File: src/rtl/convolver_control_if.sv
// Handshake and strobe bundle between the frame sequencer and its neighbours.
// master: upstream source/observer side; slave: the convolver_control block.
interface convolver_control_if;
  logic       start;
  logic       in_valid;
  logic       in_ready;
  logic       weight_write;
  logic [3:0] weight_addr;
  logic       three_shift;
  logic       out_valid;
  logic       busy;
  logic       done;

  modport master (
    output start,
    output in_valid,
    input  in_ready,
    input  weight_write,
    input  weight_addr,
    input  three_shift,
    input  out_valid,
    input  busy,
    input  done
  );

  modport slave (
    input  start,
    input  in_valid,
    output in_ready,
    output weight_write,
    output weight_addr,
    output three_shift,
    output out_valid,
    output busy,
    output done
  );
endinterface

File: src/rtl/convolver_control.sv
// Frame sequencer for the 3x3 convolver: loads nine kernel weights, then streams
// IMG_W x IMG_H pixels, flagging full windows and pulsing done at end of frame.
module convolver_control #(
  parameter int IMG_W = 8,
  parameter int IMG_H = 8
) (
  input  logic                clk,
  input  logic                reset,
  convolver_control_if.slave  bus
);

  localparam int CW = $clog2(IMG_W);
  localparam int RW = $clog2(IMG_H);

  localparam logic [CW-1:0] COL_LAST = CW'(IMG_W - 1);
  localparam logic [RW-1:0] ROW_LAST = RW'(IMG_H - 1);
  localparam logic [CW-1:0] COL_WIN  = CW'(2);
  localparam logic [RW-1:0] ROW_WIN  = RW'(2);
  localparam logic [3:0]    TAP_LAST = 4'd8;

  typedef enum logic [1:0] {
    IDLE   = 2'd0,
    LOAD_W = 2'd1,
    STREAM = 2'd2,
    DONE   = 2'd3
  } state_t;

  state_t        state_reg, state_next;
  logic [3:0]    weight_addr_reg, weight_addr_next;
  logic [CW-1:0] col_reg, col_next;
  logic [RW-1:0] row_reg, row_next;
  logic          out_valid_reg, out_valid_next;

  logic in_load;
  logic in_stream;
  logic accept;

  assign in_load   = (state_reg == LOAD_W);
  assign in_stream = (state_reg == STREAM);
  assign accept    = bus.in_valid && (in_load || in_stream);

  always_ff @(posedge clk or negedge reset) begin
    if (!reset) begin
      state_reg       <= IDLE;
      weight_addr_reg <= 4'd0;
      col_reg         <= '0;
      row_reg         <= '0;
      out_valid_reg   <= 1'b0;
    end else begin
      state_reg       <= state_next;
      weight_addr_reg <= weight_addr_next;
      col_reg         <= col_next;
      row_reg         <= row_next;
      out_valid_reg   <= out_valid_next;
    end
  end

  always_comb begin
    state_next       = state_reg;
    weight_addr_next = weight_addr_reg;
    col_next         = col_reg;
    row_next         = row_reg;
    out_valid_next   = 1'b0;

    unique case (state_reg)
      IDLE: begin
        if (bus.start) begin
          state_next       = LOAD_W;
          weight_addr_next = 4'd0;
          col_next         = '0;
          row_next         = '0;
        end
      end

      LOAD_W: begin
        if (accept) begin
          if (weight_addr_reg == TAP_LAST) begin
            state_next       = STREAM;
            weight_addr_next = 4'd0;
          end else begin
            weight_addr_next = weight_addr_reg + 4'd1;
          end
        end
      end

      STREAM: begin
        if (accept) begin
          // Window result appears one cycle later, aligned with the datapath MAC register.
          out_valid_next = (row_reg >= ROW_WIN) && (col_reg >= COL_WIN);
          if (col_reg == COL_LAST) begin
            col_next = '0;
            if (row_reg == ROW_LAST) begin
              state_next = DONE;
            end else begin
              row_next = row_reg + RW'(1);
            end
          end else begin
            col_next = col_reg + CW'(1);
          end
        end
      end

      DONE: begin
        state_next = IDLE;
      end

      default: begin
        state_next = IDLE;
      end
    endcase
  end

  assign bus.in_ready     = in_load || in_stream;
  assign bus.weight_write = bus.in_valid && in_load;
  assign bus.three_shift  = bus.in_valid && in_stream;
  assign bus.weight_addr  = weight_addr_reg;
  assign bus.out_valid    = out_valid_reg;
  assign bus.busy         = (state_reg != IDLE);
  assign bus.done         = (state_reg == DONE);

endmodule

File: src/flat_wrapper.sv
// flat-port wrapper written by rule: the top's interface ports become plain ports
module convolver_control_flat 
#(
  parameter int IMG_W = 8,
  parameter int IMG_H = 8
)
  (clk, reset, bus_start, bus_in_valid, bus_in_ready, bus_weight_write, bus_weight_addr, bus_three_shift, bus_out_valid, bus_busy, bus_done);
  convolver_control_if bus_i ();
  input  logic clk;
  input  logic reset;
  input wire logic [$bits(bus_i.start)-1:0] bus_start;
  input wire logic [$bits(bus_i.in_valid)-1:0] bus_in_valid;
  output wire logic [$bits(bus_i.in_ready)-1:0] bus_in_ready;
  output wire logic [$bits(bus_i.weight_write)-1:0] bus_weight_write;
  output wire logic [$bits(bus_i.weight_addr)-1:0] bus_weight_addr;
  output wire logic [$bits(bus_i.three_shift)-1:0] bus_three_shift;
  output wire logic [$bits(bus_i.out_valid)-1:0] bus_out_valid;
  output wire logic [$bits(bus_i.busy)-1:0] bus_busy;
  output wire logic [$bits(bus_i.done)-1:0] bus_done;
  assign bus_i.start = bus_start;
  assign bus_i.in_valid = bus_in_valid;
  assign bus_in_ready = bus_i.in_ready;
  assign bus_weight_write = bus_i.weight_write;
  assign bus_weight_addr = bus_i.weight_addr;
  assign bus_three_shift = bus_i.three_shift;
  assign bus_out_valid = bus_i.out_valid;
  assign bus_busy = bus_i.busy;
  assign bus_done = bus_i.done;
  convolver_control #(.IMG_W(IMG_W), .IMG_H(IMG_H)) u_core (.clk(clk), .reset(reset), .bus(bus_i));
endmodule
File: config.mk
export PLATFORM = sky130hd
export DESIGN_NAME = convolver_control_flat
export DESIGN_NICKNAME = d
export VERILOG_FILES = /design/src/rtl/convolver_control_if.sv /design/src/rtl/convolver_control.sv /design/src/flat_wrapper.sv
export SDC_FILE = /design/constraint.sdc
export NUM_CORES = 1
export LEC_CHECK = 0
export ABC_CLOCK_PERIOD_IN_PS = 2090
export CORE_MARGIN = 8
export CORE_UTILIZATION = 52
export CTS_CLUSTER_DIAMETER = 120
export DETAILED_ROUTE_END_ITERATION = 6
export PLACE_DENSITY = 0.77
export SLEW_MARGIN = 5
export SYNTH_ARGS = -nofsm -noshare
export SYNTH_HDL_FRONTEND = slang
export SYNTH_SLANG_ARGS = --single-unit
File: constraint.sdc
create_clock -name clk -period 2.09 [get_ports clk]
set_input_delay 0.5225 -clock clk [delete_from_list [all_inputs] [get_ports clk]]
set_output_delay 0.5225 -clock clk [all_outputs]
set_load 0.02 [all_outputs]
# == Word-level counts from Yosys, hierarchy flattened ==
# Cells that the tools add are included.
# op_classes
order_cmp,2
reduce_logical,13
n_mux,21
add_sub_neg,3
n_eq_ne,13
# ops
op,count
$mux 3,6
$ne 2x2->1 const B,7
$mux 2,6
$mux 4,3
$pmux 3 s2,2
$pmux 2 s4,1
$pmux 4 s2,1
$add 3x1->3 const B,2
$eq 3x3->1 const B,2
$ge 3x2->1 const B,2
$reduce_and 3->1,2
$reduce_and 6->1,1
$reduce_bool 2->1,3
$reduce_and 5->1,1
$add 4x1->4 const B,1
$eq 2x2->1 const B,2
$eq 4x4->1 const B,1
$logic_and 1x1->1,4
$eq 2x1->1 const B,1
$logic_not 2->1,1
$mux 1,2
$logic_or 1x1->1,1
# totals
out_inout_bits,10
wordCells,57
inputBits,4
ff_bits,13

# == Depth between registers and ports, before layout ==
# depth
ltp_word,5
ltp_mapped,7
ltp_nobuf,6

# == Worst setup path before layout ==
# OpenSTA, ideal clock, no wires.
# synth_timing
path_type,reg-to-reg
startpoint,register u_core.state_reg[1]
endpoint,register u_core.row_reg[0]
stages_incl_launch_ff,7
setup_ns,0.121
slack_ns,0.318
arrival_ns,1.651
required_ns,1.969
synth_period_minus_slack_ns,1.772
n_path_buf,0
cell_sequence,dfrtp_1 -> inv_1 -> ha_1 -> a21bo_2 -> o211ai_4 -> or2_1 -> a22o_1
# synth_via
elab_chain_cells,5
elab_cells_between_ends,12
classes_between,eq/ne: 6; mux: 1; reduce/logical: 5
# synth_rtl
item,line_no,source
"start, declared",convolver_control.sv:28,"state_t state_reg, state_next;"
"start signal, assigned",convolver_control.sv:50,state_reg <= state_next;
$eq 2x1->1 / $eq 2x2->1 (equally long branches),"convolver_control.sv:38, convolver_control.sv:39",
$logic_or 1x1->1 *,--,
net bus_in_ready,flat_wrapper.sv:13,output wire logic [$bits(bus_i.in_ready)-1:0] bus_in_ready;
$logic_and 1x1->1 *,convolver_control.sv:40,assign accept = bus.in_valid && (in_load || in_stream);
$ne 2x2->1 (no source line) *,--,
$reduce_and 5->1 (no source line) *,--,
"end signal, assigned",convolver_control.sv:53,row_reg <= row_next;
"end, declared",convolver_control.sv:31,"logic [RW-1:0] row_reg, row_next;"
# Mark *: on every way through the listed nets, which the timed path passes. The rest lies on a longest branch.
# A chain may end at the register's enable or synchronous reset.

# == Worst setup path in the final report ==
# layout_timing
startpoint,input port bus_in_valid
endpoint,output port bus_three_shift
# layout_via
elab_chain_cells,1
# layout_rtl
item,line_no,source
"start, declared",flat_wrapper.sv:12,input wire logic [$bits(bus_i.in_valid)-1:0] bus_in_valid;
$logic_and 1x1->1,convolver_control.sv:115,assign bus.three_shift = bus.in_valid && in_stream;
"end, declared",flat_wrapper.sv:16,output wire logic [$bits(bus_i.three_shift)-1:0] bus_three_shift;
# Every way passes these cells.

==> metrics.md <==
| Metric | Value |
|---|---|
| Max-cap violations | `0` |
| Max Root-Sink Buffers | `2` |
| Main combinational cell family by area after synthesis | `simple AND/OR/NAND/NOR gates` |
| RR Endpoint | `u_core.state_reg[1]` |
| CP Data Required Time | `~1.6 ns` |
| Clk_lat worst skew | `approximately 0.27 ns` |
| RR Startpoint | `u_core.state_reg[1]` |
| Power consumption | `1.62 mW` |
| IO Port Bufs | `13` |
| Total track usage | `0.122` |
| M2 GR Usage | `0.204` |
| Area delta synth->final | `24.3%` |
| Max-slew violation count | `0` |
| Max FFs per register | `4` |
| Sequential share of the synthesized area | `0.353` |
| Root Buffer | `clkbuf_4` |
| Setup TNS | `0 ns` |
| Worst hold path startpoint | `u_core.col_reg[0]` |
| Initial Utilization | `0.545` |
| Period utilization | `0.985` |
| RePlAce Congestion | `0.811` |
| Clock transition at path regs | `0.08 ns` |
| Static leakage | `approximately 0.54 nW` |
| GR peak layer | `met2` |
| Post-synthesis register bit count | `13` |
| M3 GR Usage | `0.0530` |
| Initial antenna violation count | `0` |
| Tightest Pin Transition | `0.592 ns` |
| Cts-stage hold buffer count | `0` |
| Die Area | `approximately 0.0034 mm2` |
| Vias in the first global route | `about 730` |
| Layout cells sized above 1 | `0.161` |
| GR Util met1 | `0.125` |
| Crit Path Class | `in -> out` |
| Worst vdd ir | `825 uV` |
| Detailed Route Iter0 Violations | `14` |
| Final hold violations | `0` |
| Row Count | `15` |
| Cell area after layout | `between 0.001 and 0.0015 mm2` |
| Fin Clk Skew | `0.00504 ns` |
| Fmax | `~0.49 GHz` |
| Ant. Diodes | `0` |
| Total core area | `~0.0017 mm2` |
| Worst Hold Class | `reg -> reg` |
| Fraction of the mapped netlist area in simple logic gates | `0.216` |
| Worst setup SP type | `input port` |
| Number of H-tree levels | `1` |
| Number of I/O pins | `14` |
| Syn nets | `between 100 and 150` |
| YS warnings | `0` |
| Final Setup Violations | `0` |
| Syn Std Cell Area | `about 920 um2` |
| Synth Area in XOR/XNOR | `0` |
| Tmin final | `2.06 ns` |
| Status | `finished clean` |
| Multiplexer share of the synthesized area | `0.0122` |
| First-pass GRT wire length | `roughly 3200 um` |
| DRT Pass-1 Iters | `4` |
| Sink Count | `13` |
| # resized after CTS | `7` |
| PD cells | `1410 mW/mm2` |
| Internal reg-to-reg setup slack | `roughly 0.20 ns` |
| Critical path destination | `bus_three_shift` |
| Die H | `slightly below 60 um` |
| TritonCTS clock tree | `done` |
| Die Wd | `between 50 and 60 um` |
| Worst Setup SP | `bus_in_valid` |
| Total Nets Final | `about 140` |
| Final wirelength | `1860 um` |
| Hpwl dp | `about 1500 um` |
| Pin count of the biggest net entering global routing | `14` |
| Drt drc | `0` |
| Final Non-Filler Cells | `~140` |
| Post-DRT Antenna Nets | `0` |
| Avg Synthesized Cell Area | `roughly 10 um2` |
| Worst r2r path cells | `7` |
| Relative slew slack | `0.604` |
| Crit-path max FO | `6` |
| Critical Path AT | `around 1.5 ns` |
| Util after Layout | `0.678` |
| Post-Synth Adder-Cell Area | `0.190` |
| Yosys cell types | `29` |
| Vias/cell | `roughly 5.4` |
| Gr ovfl total | `0` |
| Cells after Synth | `94` |
| Routed vias | `730` |
| Placed insts | `between 100 and 150` |
| Crit. End Element | `output port` |
| Routed wire per std cell | `between 10 and 15 um` |
| CTS buffer count | `3` |
| Setup repair bufs after CTS | `0` |
| Complex-gate fraction of the synthesized area | `0.183` |
| Area after DPL | `~0.0011 mm2` |
| Unrepaired setup endpoints after global routing | `false` |
==> cells by family after synthesis <==
| kind of cell | Yosys count |
|---|---|
| AO/OA/AOI/OAI | 19 |
| adder cells (fa/ha/maj) | 14 |
| buffers and inverters | 10 |
| flip-flops | 13 |
| multiplexers | 1 |
| AND/OR/NAND/NOR | 37 |
==> critical path, stage by stage <==
cell	delay (ns)
clkdlybuf4s50_1	0.59
and2_1	0.17
clkdlybuf4s15_2	0.26
==> metal layers <==
| layer | part of all wire | routed length, um |
|---|---|---|
| met2 | 0.47 | 882 |
| met5 | 0 | 0 |
| met1 | 0.44 | 828 |
| met3 | 0.062 | 115 |
| met4 | 0.018 | 34 |
==> power by group <==
| group | total, mW | internal [mW] | switching, mW |
|---|---|---|---|
| Sequential | 0.411 | 0.327 | 0.0832 |
| Clock | 0.155 | 0.0740 | 0.0814 |
| Combinational | 1.05 | 0.501 | 0.548 |
| Total | 1.62 | 0.903 | 0.712 |
==> cell type report <==
class                   count  area [um2]
multi-input cells          71         554
inverters                   9        33.8
well taps                  17        21.3
clock buffers               4        26.3
fillers                   138         544
flip-flops and latches     13         325
repair buffers             21         184
==> layout by cell type, fill, tap and decap left out, drive strengths merged <==
cell | netlist | routed
buf | 1 | 8
or3 | 1 | 1
a211o | 1 | 1
o31ai | 3 | 3
nor2b | 4 | 4
dlygate4sd2 | 0 | 2
o211ai | 1 | 1
ha | 14 | 14
nand3b | 1 | 1
clkdlybuf4s15 | 0 | 1
clkbuf | 0 | 5
nor2 | 4 | 4
a32oi | 1 | 1
o2bb2ai | 1 | 1
or2b | 1 | 1
a2111oi | 1 | 1
clkdlybuf4s50 | 0 | 9
nand4 | 1 | 1
mux2 | 1 | 1
a22o | 3 | 3
nor3 | 4 | 4
nand2 | 11 | 11
dfrtp | 13 | 13
o21ai | 7 | 7
nand3 | 4 | 4
and2 | 2 | 2
or2 | 2 | 2
a21bo | 1 | 1
inv | 9 | 9
nand2b | 2 | 2
==> synth_stat cells <==
cell	n	share of area
a2111oi_4	1	0.030
a211o_1	1	0.0095
a21bo_2	1	0.011
a22o_1	3	0.029
a32oi_1	1	0.0095
and2_1	2	0.014
buf_4	1	0.0082
dfrtp_1	13	0.35
ha_1	14	0.19
inv_1	9	0.037
mux2_1	1	0.012
nand2_1	11	0.045
nand2b_1	2	0.014
nand3_1	3	0.016
nand3_2	1	0.011
nand3b_1	1	0.0082
nand4_1	1	0.0068
nor2_1	4	0.016
nor2b_1	3	0.020
nor2b_4	1	0.015
nor3_1	4	0.022
o211ai_4	1	0.023
o21ai_0	7	0.038
o2bb2ai_1	1	0.0095
o31ai_1	3	0.024
or2_1	1	0.0068
or2_2	1	0.0068
or2b_1	1	0.0082
or3_1	1	0.0068
==> per-stage QoR <==
stage	hold slack, ns	setup slack, ns
floorplan	0.227	0.318
global placement	0.499	-0.302
detailed placement	0.522	-0.289
CTS	0.541	0.00700
global route	0.576	0.00000910
finish	0.539	0.0308
==> worst min path at each step <==
stage                      endpoint  slack, ns  cells past startpoint
2_1_floorplan  u_core.bus.out_valid       0.23                      0
3_3_place_gp      u_core.col_reg[0]       0.50                      2
3_5_place_dp      u_core.col_reg[2]       0.52                      2
4_1_cts           u_core.col_reg[2]       0.54                      2
5_1_grt           u_core.col_reg[0]       0.58                      2
6_report          u_core.col_reg[0]       0.54                      2
Power figures use the tool's default switching activity.
